==> config.mk <==
export PLATFORM = sky130hd
export DESIGN_NAME = if_prefetch
export DESIGN_NICKNAME = d
export VERILOG_FILES = /design/src/rtl/mips_pkg.sv /design/src/rtl/if_fifo.sv /design/src/rtl/if_prefetch.sv
export SDC_FILE = /design/constraint.sdc
export NUM_CORES = 1
export LEC_CHECK = 0
export CORE_UTILIZATION = 45
export DETAILED_ROUTE_END_ITERATION = 16
export PLACE_DENSITY = 0.66
export SLEW_MARGIN = 15
export SYNTH_ARGS = -nofsm -noshare
export SYNTH_HDL_FRONTEND = slang
export SYNTH_SLANG_ARGS = --single-unit
==> constraint.sdc <==
create_clock -name clk -period 4.4 [get_ports clk]
set_clock_uncertainty 0.15 [all_clocks]
set_input_delay 1.1 -clock clk [delete_from_list [all_inputs] [get_ports clk]]
set_output_delay 1.1 -clock clk [all_outputs]
set_load 0.05 [all_outputs]
==> src/rtl/mips_pkg.sv <==
// Shared core types and constants for the instruction-fetch front end.
package mips_pkg;

  localparam int INSTR_W = 32;
  localparam int PC_W    = 32;

  localparam logic [INSTR_W-1:0] NOP_INSTR    = 32'h0000_0000;
  localparam logic [PC_W-1:0]    RESET_PC_DEF = 32'h0000_0000;

  typedef struct packed {
    logic [PC_W-1:0]    pc;
    logic [INSTR_W-1:0] ir;
  } fetch_entry_t;

  // Instruction addresses are word aligned; low two bits are dropped.
  function automatic logic [PC_W-1:0] align_pc(input logic [PC_W-1:0] pc);
    return pc & 32'hFFFF_FFFC;
  endfunction

endpackage

==> src/rtl/if_fifo.sv <==
// Small prefetch FIFO of {pc, ir} pairs with flush; the head is read directly from storage.
module if_fifo
  import mips_pkg::*;
#(
  parameter  int DEPTH = 4,
  localparam int PW    = $clog2(DEPTH)
) (
  input  logic         clk,
  input  logic         rst_n_i,
  input  logic         flush_i,
  input  logic         push_i,
  input  fetch_entry_t push_data_i,
  input  logic         pop_i,
  output fetch_entry_t head_o,
  output logic [PW:0]  count_o,
  output logic         full_o,
  output logic         empty_o
);

  fetch_entry_t  mem_q [DEPTH];
  logic [PW-1:0] rd_q, rd_d;
  logic [PW-1:0] wr_q, wr_d;
  logic [PW:0]   count_q, count_d;
  logic          do_push, do_pop;

  assign do_push = push_i && !flush_i;
  assign do_pop  = pop_i && !flush_i && !empty_o;

  always_comb begin
    rd_d    = rd_q;
    wr_d    = wr_q;
    count_d = count_q;
    if (flush_i) begin
      rd_d    = '0;
      wr_d    = '0;
      count_d = '0;
    end else begin
      if (do_push) wr_d = wr_q + PW'(1);
      if (do_pop)  rd_d = rd_q + PW'(1);
      count_d = count_q + (PW+1)'(do_push) - (PW+1)'(do_pop);
    end
  end

  always_ff @(posedge clk or negedge rst_n_i) begin
    if (!rst_n_i) begin
      rd_q    <= '0;
      wr_q    <= '0;
      count_q <= '0;
    end else begin
      rd_q    <= rd_d;
      wr_q    <= wr_d;
      count_q <= count_d;
    end
  end

  // Storage needs no reset: the count masks every unwritten entry.
  for (genvar gi = 0; gi < DEPTH; gi++) begin : g_entry
    always_ff @(posedge clk) begin
      if (do_push && (wr_q == PW'(gi))) mem_q[gi] <= push_data_i;
    end
  end

  assign head_o  = mem_q[rd_q];
  assign count_o = count_q;
  assign full_o  = (count_q == (PW+1)'(DEPTH));
  assign empty_o = (count_q == '0);

  // The fetch credit scheme upstream must never overfill the buffer.
  a_no_overflow : assert property (@(posedge clk) disable iff (!rst_n_i) !(push_i && full_o));

endmodule

==> src/rtl/if_prefetch.sv <==
// Instruction-fetch front end: drives the sync-read icache, buffers responses, flushes on redirect.
module if_prefetch
  import mips_pkg::*;
#(
  parameter int               DEPTH    = 4,
  parameter int               AW       = 9,
  parameter logic [PC_W-1:0]  RESET_PC = RESET_PC_DEF
) (
  input  logic               clk,
  input  logic               reset,
  input  logic               redirect,
  input  logic [PC_W-1:0]    redirect_pc,
  output logic               imem_en,
  output logic [AW-1:0]      imem_addr,
  input  logic [INSTR_W-1:0] imem_q,
  output logic               id_valid,
  input  logic               id_ready,
  output logic [INSTR_W-1:0] id_ir,
  output logic [PC_W-1:0]    id_pc
);

  localparam int PW = $clog2(DEPTH);

  logic [PC_W-1:0] fetch_pc_q, fetch_pc_d;
  logic [PC_W-1:0] pend_pc_q, pend_pc_d;
  logic            pending_q, pending_d;

  fetch_entry_t    push_data, head;
  logic [PW:0]     count;
  logic            full, empty;
  logic            push, pop;
  logic [PW+1:0]   in_flight;
  logic            credit_ok;

  // A request is only issued if its response is guaranteed a free slot.
  assign in_flight = {1'b0, count} + (PW+2)'(pending_q);
  assign credit_ok = in_flight < (PW+2)'(DEPTH);

  assign imem_en   = reset && !redirect && credit_ok;
  assign imem_addr = fetch_pc_q[AW+1:2];

  assign push      = pending_q && !redirect;
  assign pop       = id_valid && id_ready && !redirect;
  assign push_data = '{pc: pend_pc_q, ir: imem_q};

  always_comb begin
    fetch_pc_d = fetch_pc_q;
    pend_pc_d  = pend_pc_q;
    pending_d  = 1'b0;
    if (redirect) begin
      fetch_pc_d = align_pc(redirect_pc);
    end else if (imem_en) begin
      pend_pc_d  = fetch_pc_q;
      pending_d  = 1'b1;
      fetch_pc_d = fetch_pc_q + 32'd4;
    end
  end

  always_ff @(posedge clk or negedge reset) begin
    if (!reset) begin
      fetch_pc_q <= RESET_PC;
      pend_pc_q  <= '0;
      pending_q  <= 1'b0;
    end else begin
      fetch_pc_q <= fetch_pc_d;
      pend_pc_q  <= pend_pc_d;
      pending_q  <= pending_d;
    end
  end

  if_fifo #(.DEPTH(DEPTH)) u_fifo (
    .clk         (clk),
    .rst_n_i     (reset),
    .flush_i     (redirect),
    .push_i      (push),
    .push_data_i (push_data),
    .pop_i       (pop),
    .head_o      (head),
    .count_o     (count),
    .full_o      (full),
    .empty_o     (empty)
  );

  // An empty buffer presents a NOP bubble, identical to the pipeline flush value.
  assign id_valid = !empty;
  assign id_ir    = id_valid ? head.ir : NOP_INSTR;
  assign id_pc    = id_valid ? head.pc : '0;

  logic unused_full;
  assign unused_full = full;

endmodule

==> results_dict.tcl <==
set metrics [dict create \
    outcome "finished, final reports clean" \
    routed_wirelength_mm 25.2 \
    gp_congestion 0.809 \
    synth_ff_type "edfxtp_1" \
    worstHoldPathType "primary input to async pin" \
    post-cts-setup-buffers 0 \
    fin_crit_sh 0.960 \
    tns_ns 0 \
    rrSetupSlack_ns 1.41 \
    io_buffer_count 138 \
    start_util 0.459 \
    synth_seq_cells 316 \
    grt_antenna_before_repair 0 \
    path_max_fanout 29 \
    fin_cells 1268 \
    power_density_nw_per_um2 599 \
    drv_slew 0 \
    layout-drive-gt1-share 0.212 \
    rsz0062_at_grt "false" \
    fin_area_um2 15800 \
    fin_total_pwr_mw 9.46 \
    slowest_delay_ns 0.82 \
    crit_path_start_kind "flop" \
    required_ns 3.15 \
    synth_seq_area_share 0.713 \
    slowest_stage "or3_2" \
    die_w_um 171 \
    met1Wirelength_mm 11.0 \
    die_h_um 171 \
    grt-ovfl-total 0 \
    coreArea_um2 27900 \
    cts_inserted_buffers 34 \
    crit_type "flop to output port" \
    layout.nets 941 \
    pin_count 143 \
    yosys-top-cells-count "248 x edfxtp_1, 68 x and2_1, 68 x dfrtp_1" \
    r2r-end "u_fifo.count_o[2]" \
    yosysTopAreaCellShare 0.581 \
    highest_layer "met4" \
    row_count 61 \
    synth_area_um2 12800 \
    synthArstFlopShare 0.215 \
    synth.most_common_cell "edfxtp_1" \
    drtIter0Drc 359 \
    relSlewSlack 0.555 \
    path_cells "or3_2, buf_4, and2_1, clkdlybuf4s50_1" \
    dp_cells 1206 \
    avgSynthCellArea_um2 17.9 \
    ys_top_cells_by_area "edfxtp_1 58%, dfrtp_1 13%, mux4_2 11%, and2_1 3.3%, mux2_2 3.2%" \
    hold_violations 0 \
    htreeDepth 2 \
    setup_viol 0 \
    ctsRootBufferMaster "clkbuf_16" \
    via_per_inst 5.27 \
    vias 6684 \
    n_antenna_cell 0 \
    end_kind "output port" \
    synthCells 716 \
    grt_pass1_vias 7028 \
    layout_min_cycle_time_ns 4.22 \
    synth.distinct_cells 42 \
    path_clk_slew_ns 0.06 \
    drv_cap 0 \
    r2r_start "u_fifo.count_o[1]" \
    dpl.hpwl_mm 16.2 \
    post_dp_cell_area_um2 14700 \
    worstRegToRegCells 10 \
    grt_max_degree 52 \
    fmax_mhz 237 \
    ant_nets 0 \
    syn_to_final_growth_pct 23.2 \
    clock_sinks 316 \
    met3_length_mm 1.37 \
    cts_buffer_depth 3 \
    postCtsHoldBufs 0 \
    cts-resized-gates 0 \
    yosysWarnings 0 \
    clkLatencyLatePin_ns 0.50 \
    die_area_um2 29200 \
    wl_per_cell_um 19.9 \
    leakage_nw 5.33 \
    grt_pass1_wl_mm 39.3 \
    firstDrtPassIters 5 \
    synth_edf_count 248 \
    wl_met2_mm 12.5 \
    worst_pin_slew_ns 0.667 \
    drc 0 \
    cts_tree "built" \
    track_usage 0.178 \
    hold-worst-slack_ns 0.365 \
    yosysTopAreaCell "edfxtp_1" \
    vdd_drop_max_mv 0.302 \
    cp.arrival_ns 2.97 \
]
how the worst max path moves through the flow:
stage / startpoint / end / depth (start not counted)
6_report: u_fifo.count_o[1] / id_pc[18] / 4
5_1_grt: u_fifo.rd_q[0] / id_pc[3] / 4
4_1_cts: u_fifo.count_o[1] / id_ir[1] / 4
3_5_place_dp: u_fifo.count_o[1] / id_ir[1] / 4
3_3_place_gp: u_fifo.rd_q[0] / id_pc[21] / 4
2_1_floorplan: redirect / u_fifo.mem_q[0][0] / 3
state kept, by name, indices dropped and copies added, names as in the netlist:
| signal | cells |
|---|---|
| fetch_pc_q | 30 |
| pend_pc_q | 30 |
| pending_q | 1 |
| u_fifo.count_o | 3 |
| u_fifo.mem_q | 248 |
| u_fifo.rd_q | 2 |
| u_fifo.wr_q | 2 |
cell type report:
cell class / count / area [µm²]
fillers: 2187 / 12100
flip-flops and latches: 316 / 9160
multi-input cells: 345 / 3430
repair buffers: 161 / 1640
clock buffers: 44 / 962
well taps: 378 / 473
clock inverters: 18 / 111
inverters: 6 / 22.5
layer usage:
layer	track usage	vias up
li1	-	3058
met1	0.243	3390
met2	0.296	203
met3	0.0333	33
met4	0.0466	0
met5	0	-
cells by family (layout without fill, tap and decap cells):
group                      after synthesis  count (layout)  synth area share
and+or+nand+nor                        177             177            0.0819
buffers and inverters                   56             229            0.0209
DFF                                    316             316             0.713
other                                    1               2          0.000292
muxes                                  100             100             0.142
xor gates and xnor gates                29              29            0.0198
AOI/OAI and AO/OA                       28              28            0.0123
adders and majority gates                9               9           0.00937
power breakdown:
group          internal, mW  switching [mW]  leakage, nW
Clock                  1.60            1.08        0.529
Combinational          1.19            1.86         1.73
Sequential             3.50           0.228         3.07
Total                  6.29            3.17         5.33
metrics by stage:
step                      utilization  worst slack [ns]
after floorplan                     -             0.847
after global placement          0.527             0.682
after detailed placement        0.527             0.661
after CTS                       0.565             0.132
after global routing            0.565            0.0646
final                           0.565             0.176
placed cells by master, fill, tap and decap left out, types with 6 or more instances in the layout:
master and count:
edfxtp_1 248, clkdlybuf4s50_1 136, dfrtp_1 66, and2_1 64, mux4_2 62, clkbuf_16 37
mux2_2 36, nand2_1 34, buf_4 18, o21ai_0 16, xor2_1 15, xnor2_1 14
nand3_1 13, nor2_1 10, nand4_1 10, ha_1 8, clkinv_1 8, clkinv_2 7
buf_12 7, inv_1 6, nor3_1 6, and3_1 6, clkbuf_1 6
critical path: cells and delay by family (launching register included):
family / cells / cell delay (ns)
flops: 1 / 0.43
simple gates: 2 / 1.00
buf+inv: 2 / 1.03
Power figures use the tool's default switching activity.
